**src/rtl/challenge_pkg.sv**
```systemverilog
// challenge_pkg
// Shared definitions for the challenge host: default key/response widths,
// the host FSM state type, the default challenge key and a small helper
// for sizing counters.
package challenge_pkg;

   localparam int KEY_W_DEFAULT  = 32;
   localparam int RESP_W_DEFAULT = 256;

   localparam logic [31:0] DEFAULT_KEY = 32'h1337beef;

   typedef enum logic [1:0] {
      IDLE,
      SEND,
      LATCH,
      RECV
   } hostState_t;

   // Larger of two widths, used to size the shared bit counter.
   function automatic int maxInt(input int a, input int b);
      return (a > b) ? a : b;
   endfunction

endpackage

```
**src/rtl/challenge_host_shreg.sv**
```systemverilog
// challenge_host_shreg
// Generic parallel-load / shift-right register. The serial input enters at
// the MSB and the contents move one place towards the LSB per shift, so the
// LSB is the next bit to leave and the MSB is the most recent bit to arrive.
//
// Ports:
//   clk        sole clock, rising edge
//   rst_n      asynchronous active-low reset, clears the register
//   load_i     parallel load of loadVal_i (takes priority over shift_i)
//   loadVal_i  value captured on load
//   shift_i    shift right by one, ser_i entering at the MSB
//   ser_i      serial input bit
//   q_o        register contents
module challenge_host_shreg #(
   parameter int W = 8
) (
   input  logic         clk,
   input  logic         rst_n,
   input  logic         load_i,
   input  logic [W-1:0] loadVal_i,
   input  logic         shift_i,
   input  logic         ser_i,
   output logic [W-1:0] q_o
);

   logic [W-1:0] q_d;
   logic [W-1:0] q_q;

   // Next-state selection: a load wins over a shift so a new value can be
   // captured even on a cycle where the owner would otherwise be shifting.
   always_comb begin
      q_d = q_q;
      if (load_i) begin
         q_d = loadVal_i;
      end else if (shift_i) begin
         q_d = {ser_i, q_q[W-1:1]};
      end
   end

   // Storage, cleared straight away when reset is asserted.
   always_ff @(posedge clk or negedge rst_n) begin
      if (!rst_n) begin
         q_q <= '0;
      end else begin
         q_q <= q_d;
      end
   end

   assign q_o = q_q;

endmodule

```
**src/rtl/challenge_host.sv**
```systemverilog
// challenge_host
// Host side of a serial challenge/response exchange. On an accepted start it
// shifts KEY_W key bits out on mosi (LSB first) with cs low, raises cs for a
// single latch cycle, drops cs again and shifts RESP_W response bits in from
// miso. The first bit received ends up in resp[0].
//
// Ports:
//   clk         sole clock, rising edge
//   rst_n       asynchronous active-low reset, aborts any transaction
//   start       transaction request, only looked at while idle
//   key         key to send, captured on the accepting edge
//   busy        high whenever a transaction is in progress
//   done        one-cycle pulse when the response is complete
//   resp_valid  high from done until the next start is accepted
//   resp        received response
//   cs          chip-select / latch strobe to the responder
//   mosi        serial key bit to the responder
//   miso        serial response bit from the responder
module challenge_host
   import challenge_pkg::*;
#(
   parameter int KEY_W  = KEY_W_DEFAULT,
   parameter int RESP_W = RESP_W_DEFAULT
) (
   input  logic              clk,
   input  logic              rst_n,
   input  logic              start,
   input  logic [KEY_W-1:0]  key,
   output logic              busy,
   output logic              done,
   output logic              resp_valid,
   output logic [RESP_W-1:0] resp,
   output logic              cs,
   output logic              mosi,
   input  logic              miso
);

   localparam int CNT_W = $clog2(maxInt(KEY_W, RESP_W)) + 1;
   localparam logic [CNT_W-1:0] KEY_LAST  = CNT_W'(KEY_W - 1);
   localparam logic [CNT_W-1:0] RESP_LAST = CNT_W'(RESP_W - 1);

   hostState_t        state_q;
   logic [CNT_W-1:0]  count_q;
   logic              cs_q;
   logic              done_q;
   logic              respValid_q;

   logic              keyLoad;
   logic              keyShift;
   logic              respShift;
   logic [KEY_W-1:0]  keyBits;
   logic [RESP_W-1:0] respBits;
   logic              unusedKeyBits;

   // The key register is loaded on the accepting edge and shifted once per
   // SEND edge. Zeros shift in behind the key, so after the last key bit has
   // gone out the register is empty and its LSB serves directly as the
   // registered mosi, which is therefore zero everywhere outside SEND.
   assign keyLoad   = (state_q == IDLE) && start;
   assign keyShift  = (state_q == SEND);
   assign respShift = (state_q == RECV);

   challenge_host_shreg #(
      .W (KEY_W)
   ) keyReg (
      .clk       (clk),
      .rst_n     (rst_n),
      .load_i    (keyLoad),
      .loadVal_i (key),
      .shift_i   (keyShift),
      .ser_i     (1'b0),
      .q_o       (keyBits)
   );

   // The response register only ever shifts; it keeps its last contents
   // through IDLE until the first sample of the next transaction.
   challenge_host_shreg #(
      .W (RESP_W)
   ) respReg (
      .clk       (clk),
      .rst_n     (rst_n),
      .load_i    (1'b0),
      .loadVal_i ('0),
      .shift_i   (respShift),
      .ser_i     (miso),
      .q_o       (respBits)
   );

   // Only the LSB of the key register is an output; the upper bits exist
   // purely to feed the shift chain.
   assign unusedKeyBits = ^keyBits[KEY_W-1:1];

   // Transaction sequencer. count_q tracks key bits sent during SEND and
   // response bits sampled during RECV; both phases restart it from zero.
   // done_q defaults low so it is a single-cycle pulse, and a start seen in
   // the done cycle is accepted because the state is already IDLE.
   always_ff @(posedge clk or negedge rst_n) begin
      if (!rst_n) begin
         state_q     <= IDLE;
         count_q     <= '0;
         cs_q        <= 1'b1;
         done_q      <= 1'b0;
         respValid_q <= 1'b0;
      end else begin
         done_q <= 1'b0;
         case (state_q)
            IDLE: begin
               if (start) begin
                  state_q     <= SEND;
                  count_q     <= '0;
                  cs_q        <= 1'b0;
                  respValid_q <= 1'b0;
               end
            end
            SEND: begin
               if (count_q == KEY_LAST) begin
                  state_q <= LATCH;
                  cs_q    <= 1'b1;
               end else begin
                  count_q <= count_q + 1'b1;
               end
            end
            LATCH: begin
               state_q <= RECV;
               count_q <= '0;
               cs_q    <= 1'b0;
            end
            RECV: begin
               if (count_q == RESP_LAST) begin
                  state_q     <= IDLE;
                  cs_q        <= 1'b1;
                  done_q      <= 1'b1;
                  respValid_q <= 1'b1;
               end else begin
                  count_q <= count_q + 1'b1;
               end
            end
            default: begin
               state_q <= IDLE;
               cs_q    <= 1'b1;
            end
         endcase
      end
   end

   assign busy       = (state_q != IDLE);
   assign done       = done_q;
   assign resp_valid = respValid_q;
   assign resp       = respBits;
   assign cs         = cs_q;
   assign mosi       = keyBits[0];

endmodule

```
**config.mk**
```make
export PLATFORM = sky130hd
export DESIGN_NAME = challenge_host
export DESIGN_NICKNAME = d
export VERILOG_FILES = /design/src/rtl/challenge_pkg.sv /design/src/rtl/challenge_host_shreg.sv /design/src/rtl/challenge_host.sv
export SDC_FILE = /design/constraint.sdc
export NUM_CORES = 1
export LEC_CHECK = 0
export BUFFER_PORTS_ARGS = -buffer_cell sky130_fd_sc_hd__clkbuf_2
export CORE_ASPECT_RATIO = 0.75
export CORE_MARGIN = 10
export CORE_UTILIZATION = 48
export DETAILED_ROUTE_END_ITERATION = 12
export HOLD_SLACK_MARGIN = 0.06
export PLACE_DENSITY = 0.8
export SYNTH_ARGS = -nofsm -noshare
export SYNTH_HDL_FRONTEND = slang
export SYNTH_SLANG_ARGS = --single-unit
```
**constraint.sdc**
```tcl
create_clock -name clk -period 2.3 [get_ports clk]
set_input_delay 0.115 -clock clk [delete_from_list [all_inputs] [get_ports clk]]
set_output_delay 0.115 -clock clk [all_outputs]
set_load 0.05 [all_outputs]
```
== Word-level counts from Yosys, hierarchy flattened ==
Cells that the tools add are included.
Operators by class
  add/sub/neg operators: 1
  eq/ne operators: 10
  muxes and demuxes: 17
  reduce and logical (&&, ||, !) cells: 8
Operator list (count)
  32-bit two-way mux: 2
  9-bit case mux with 4 select lines: 1
  9-bit two-way mux: 3
  2-bit inequality test (second input constant): 5
  9-bit by 1-bit adder with 9-bit output (second input constant): 1
  9-bit by 5-bit == test with 1-bit output (second input constant): 1
  9-bit by 8-bit == test with 1-bit output (second input constant): 1
  3-bit AND reduction: 3
  2-bit case mux with 4 select lines: 1
  2-bit two-way mux: 3
  2-bit nonzero test: 3
  1-bit two-way mux: 5
  2-bit == test (second input constant): 2
  1-bit case mux with 4 select lines: 1
  2-bit by 1-bit == test with 1-bit output (second input constant): 1
  2-bit zero test: 1
  1-bit case mux with 2 select lines: 1
  1-bit logical AND: 1
Word-level totals
  register bits: 302
  input port bits: 36
  output and inout port bits: 261
  word-level logic and storage cells: 43

== Depth between registers and ports, before layout ==
  depth in word-level cells: 3
  depth in mapped cells: 9

== Hierarchy ==
Synthesis repeated with hierarchy kept, for this count alone.
Unflattened totals
  cell total of the unflattened synthesis: 1334
  area total of the unflattened synthesis: 14254.9 um^2
Modules (own cells, without submodules)
  challenge_host_shreg (respReg): instances 1, cells an instance 1110, area an instance 11891.4 um^2, sequential area each 6406.1 um^2
  challenge_host_shreg (keyReg): instances 1, cells an instance 139, area an instance 1515.2 um^2, sequential area each 800.8 um^2
  challenge_host: instances 1, cells an instance 85, area an instance 848.3 um^2, sequential area each 351.6 um^2

== Worst setup path before layout ==
Ideal clock, no wire load.
  path type: register to register
  start point: register count_q[0]
  end point: register count_q[6]
  data arrival time: 2205 ps
  path slack: 3 ps
  stages on the path, launching flop included: 10
  path buffers: 1
  clock period less this slack: 2297 ps
  cells stage by stage: dfrtp_1 > ha_1 > and4_4 > and4_1 > ha_1 > and2_1 > nand2b_1 > or3_1 > buf_2 > o31ai_2
On the way
  cells in the longest elaborated chain, start to end: 3
RTL lines
  start, declared: RTL line challenge_host.sv:43  | logic [CNT_W-1:0] count_q;
  start signal, assigned: RTL line challenge_host.sv:120  | count_q <= count_q + 1'b1;
  start signal, assigned: RTL line challenge_host.sv:135  | count_q <= count_q + 1'b1;
  9-bit by 1-bit adder with 9-bit output, or another cell as far along: RTL line challenge_host.sv:120, challenge_host.sv:135
  9-bit two-way mux, or another cell as far along: RTL line challenge_host.sv:129  | if (count_q == RESP_LAST) begin
  9-bit case mux with 4 select lines or 3-bit AND reduction (tied branches)
Several ways; a longest one is shown, not always the timed one. The select of a mux whose other input is x is not followed.
A chain may end at the register's enable or synchronous reset.

== Worst setup path in the final report ==
  start point: register count_q[1]
  end point: register count_q[5]
Same word-level chain as after synthesis.

==> flow_summary.toml <==
[status]
status = "finished clean"

[synth]
synth.ff_latch_count = 302
netlist.top_cell.by_area = "dfrtp_1"
ys_types = 30
yosys-top-cells-area = "dfrtp_1 64%, mux2_2 25%, mux2i_1 2.8%"
yosys_warnings = 0
synth_sequential_area_ratio_pct = 64.6
post_synth.cell_area_avg_um2 = 15.3
syn_nets = 807
syn-cell-area_mm2 = 0.0117
synth_cells = 764
ys_dominant_reg_cell = "dfrtp_1"
asyncSetResetFlopFracSynth_pct = 100
synth-edff-count = 0
synthDominantCellAreaShare_pct = 64.4

[floorplan]
fp-row-count = 49
floorplan.initialDensity_pct = 48.8
die_width_um = 200
core_area_mm2 = 0.0240
ioPinCount = 297
dieHeight_um = 155
die_area_mm2 = 0.0311

[detailed_routing]
drtPass1Iterations = 4
vias_per_cell = 5.07
postRouteWirelength_mm = 27.8
vias = 7343
drc_errors = 0
first_iter_violations = 331
final_antenna_net_count = 0
avgRoutedWirePerCell_um = 19.2

[worst_setup_path]
worst-endpoint-required_ns = 2.72
critical_path_sink_type = "register"
arrival_ns = 2.68
maximum_fanout_encountered_on_the_critical_timing_path = 7
crit_path_start_kind = "register"
critPathKind = "register to register"

[global_route]
antenna_found_initial = 0
vias_in_the_first_global_route = 7894
grtUsageTotal_pct = 17.3
wire_length_of_the_first_global_routing_pass_mm = 44.8
grt_overflow_total = 0
grt_start_max_net_pins = 146

[finish]
area_growth_syn_to_layout_pct = 27.4
layout.cells.most_common_list = "301 x dfrtp_1, 295 x clkbuf_2, 257 x mux2_2"
final_net_count = 1145
antenna-diode-count = 0
most_frequent_standard_cell_in_the_layout_excluding_fill_and_tap_cells = "dfrtp_1"
drive_gt1_share_pct = 56.1

[timing]
setup_total_negative_slack_ns = 0
final-hold-violation-count = 0
worst_hold_slack_ns = 0.141
finalMaxSlewViolations = 0
layout_min_cycle_time_ns = 2.26
max_freq_mhz = 442
final_clock_skew_ns = 0.00870
fin_crit_sh_pct = 98.4
relSlewSlack_pct = 46.5
finalSetupViolations = 0
slew_of_the_pin_with_the_lowest_slew_margin_ns = 0.803

[power_and_ir_drop]
share_seq_of_total_power_pct = 53.3
power.density_mw_per_mm2 = 671
vdd.ir_drop.worst_mv = 0.513
power.leakage_nw = 8.05
p_switching_w = 0.00211
power_report.internal_total_w = 0.00790
clock_power_share_pct = 43.8
switching_share_pct = 21.0
power_frac_comb_pct = 2.8

[clocking]
ctsRootBufferMaster = "clkbuf_16"
cts_made_buffers = 29
cts.htree.levels = 1
clock_tree_from_tritoncts = "yes"
cts.sinks = 302
clk-insertion-delay-late_ns = 0.52
clk_pin_slew_ns = 0.06
clock_tree.buffer_depth = 3

[placement]
detailed_place_hpwl_mm = 18.7
placement.io_buffers = 296
gp_congestion = 0.776

[min_path]
worstHoldPathType = "input pin to asynchronous set/reset pin"

[run]
timing.max_cap.violations = 0
-- path summary, 6_finish.rpt --
path | start | slack, ns | depth (start not counted) | endpoint
worst min-delay path | rst_n | 0.14 | 2 | keyReg.q_o[26]$_DFFE_PN0P_
min in group clk | key[13] | 0.34 | 4 | keyReg.q_o[13]$_DFFE_PN0P_
max in group asynchronous | rst_n | 1.41 | 3 | respReg.q_o[76]$_DFFE_PN0P_
worst max-delay path | count_q[1]$_DFFE_PN0P_ | 0.04 | 8 | count_q[5]$_DFFE_PN0P_
worst min register to register | cs$_DFFE_PN1P_ | 0.51 | 2 | cs$_DFFE_PN1P_
worst max register to register | count_q[1]$_DFFE_PN0P_ | 0.04 | 8 | count_q[5]$_DFFE_PN0P_
-- final cells by class --
cell class,instances,area [µm²]
Fill cell,1833,9060
Clock buffer,41,831
Inverter,7,26.3
Multi-Input combinational cell,412,3960
Timing Repair Buffer,350,2090
Sequential cell,302,7560
Clock inverter,6,30.0
Tap cell,331,414
-- power groups by stage --
stage	combinational (W)	sequential, W	clock [W]
6_report	0.000284	0.00534	0.00439
3_3_place_gp	0.000240	0.00543	0
4_1_cts	0.000290	0.00534	0.00452
3_5_place_dp	0.000243	0.00544	0
5_1_grt	0.000313	0.00534	0.00471
2_1_floorplan	0.0000140	0.00548	0
-- cells in the mapped netlist, types with 3 or more instances --
master,count
a2bb2oi_1,3
buf_2,24
clkbuf_1,18
dfrtp_1,301
ha_1,7
inv_1,7
mux2_2,257
mux2i_1,33
nand2_1,36
nand2b_1,4
nor2_1,4
o21ai_0,42
o31ai_1,8
-- routing by layer --
layer  track usage, %  up-vias  share of wire, %
met4             5.04        0               2.8
met2             28.9      181                49
met3             5.29       52               6.5
li1                 -     3399                 -
met1             21.4     3711                42
met5                0        -                 0
-- stage by stage --
step,instances,power (W),utilization [%],instance area (µm²),setup WS (ns)
global route,1449,0.0104,62.2,14900,-0.00762
CTS,1447,0.0101,62.0,14900,0.00827
floorplan,764,0.00550,-,11700,0.00340
global placement,1365,0.00567,56.9,13700,0.0114
detailed placement,1365,0.00568,56.9,13700,-0.0690
finish,1449,0.0100,62.2,14900,0.0377
-- flip-flops by register name (all words and copies together) (netlist names) --
| name | count |
|---|---|
| count_q | 9 |
| cs | 1 |
| done | 1 |
| keyReg.q_o | 32 |
| respReg.q_o | 256 |
| resp_valid | 1 |
| state_q | 2 |
-- cell families (layout without fill, tap and decap cells) --
logic type,count (synthesis),in the layout,synth area share [%]
AND/OR/NAND/NOR,55,55,2.12
AO/OA/AOI/OAI,60,60,3.06
adder cells (fa/ha/maj),7,7,0.748
buffers and inverters,50,404,1.92
multiplexers,290,290,27.6
flip-flops,302,302,64.6
-- worst max-delay path: stages (launching register included) --
cell and delay (ns):
dfrtp_1 0.38, ha_2 0.20, and4_4 0.19, and4_1 0.20, ha_2 0.17, and2_1 0.16, nand2b_4 0.15, or3_4 0.44
o31ai_2 0.26
-- what timing repair did --
item                                    CTS  global route
hold endpoints to repair                336             0
endpoints found under the setup margin    7             8
hold buffers                             35             0
pin swaps                                 0             2
setup buffers                             0             2
gates resized for setup                   2             6
No activity file was read; power rests on OpenSTA's default activity.
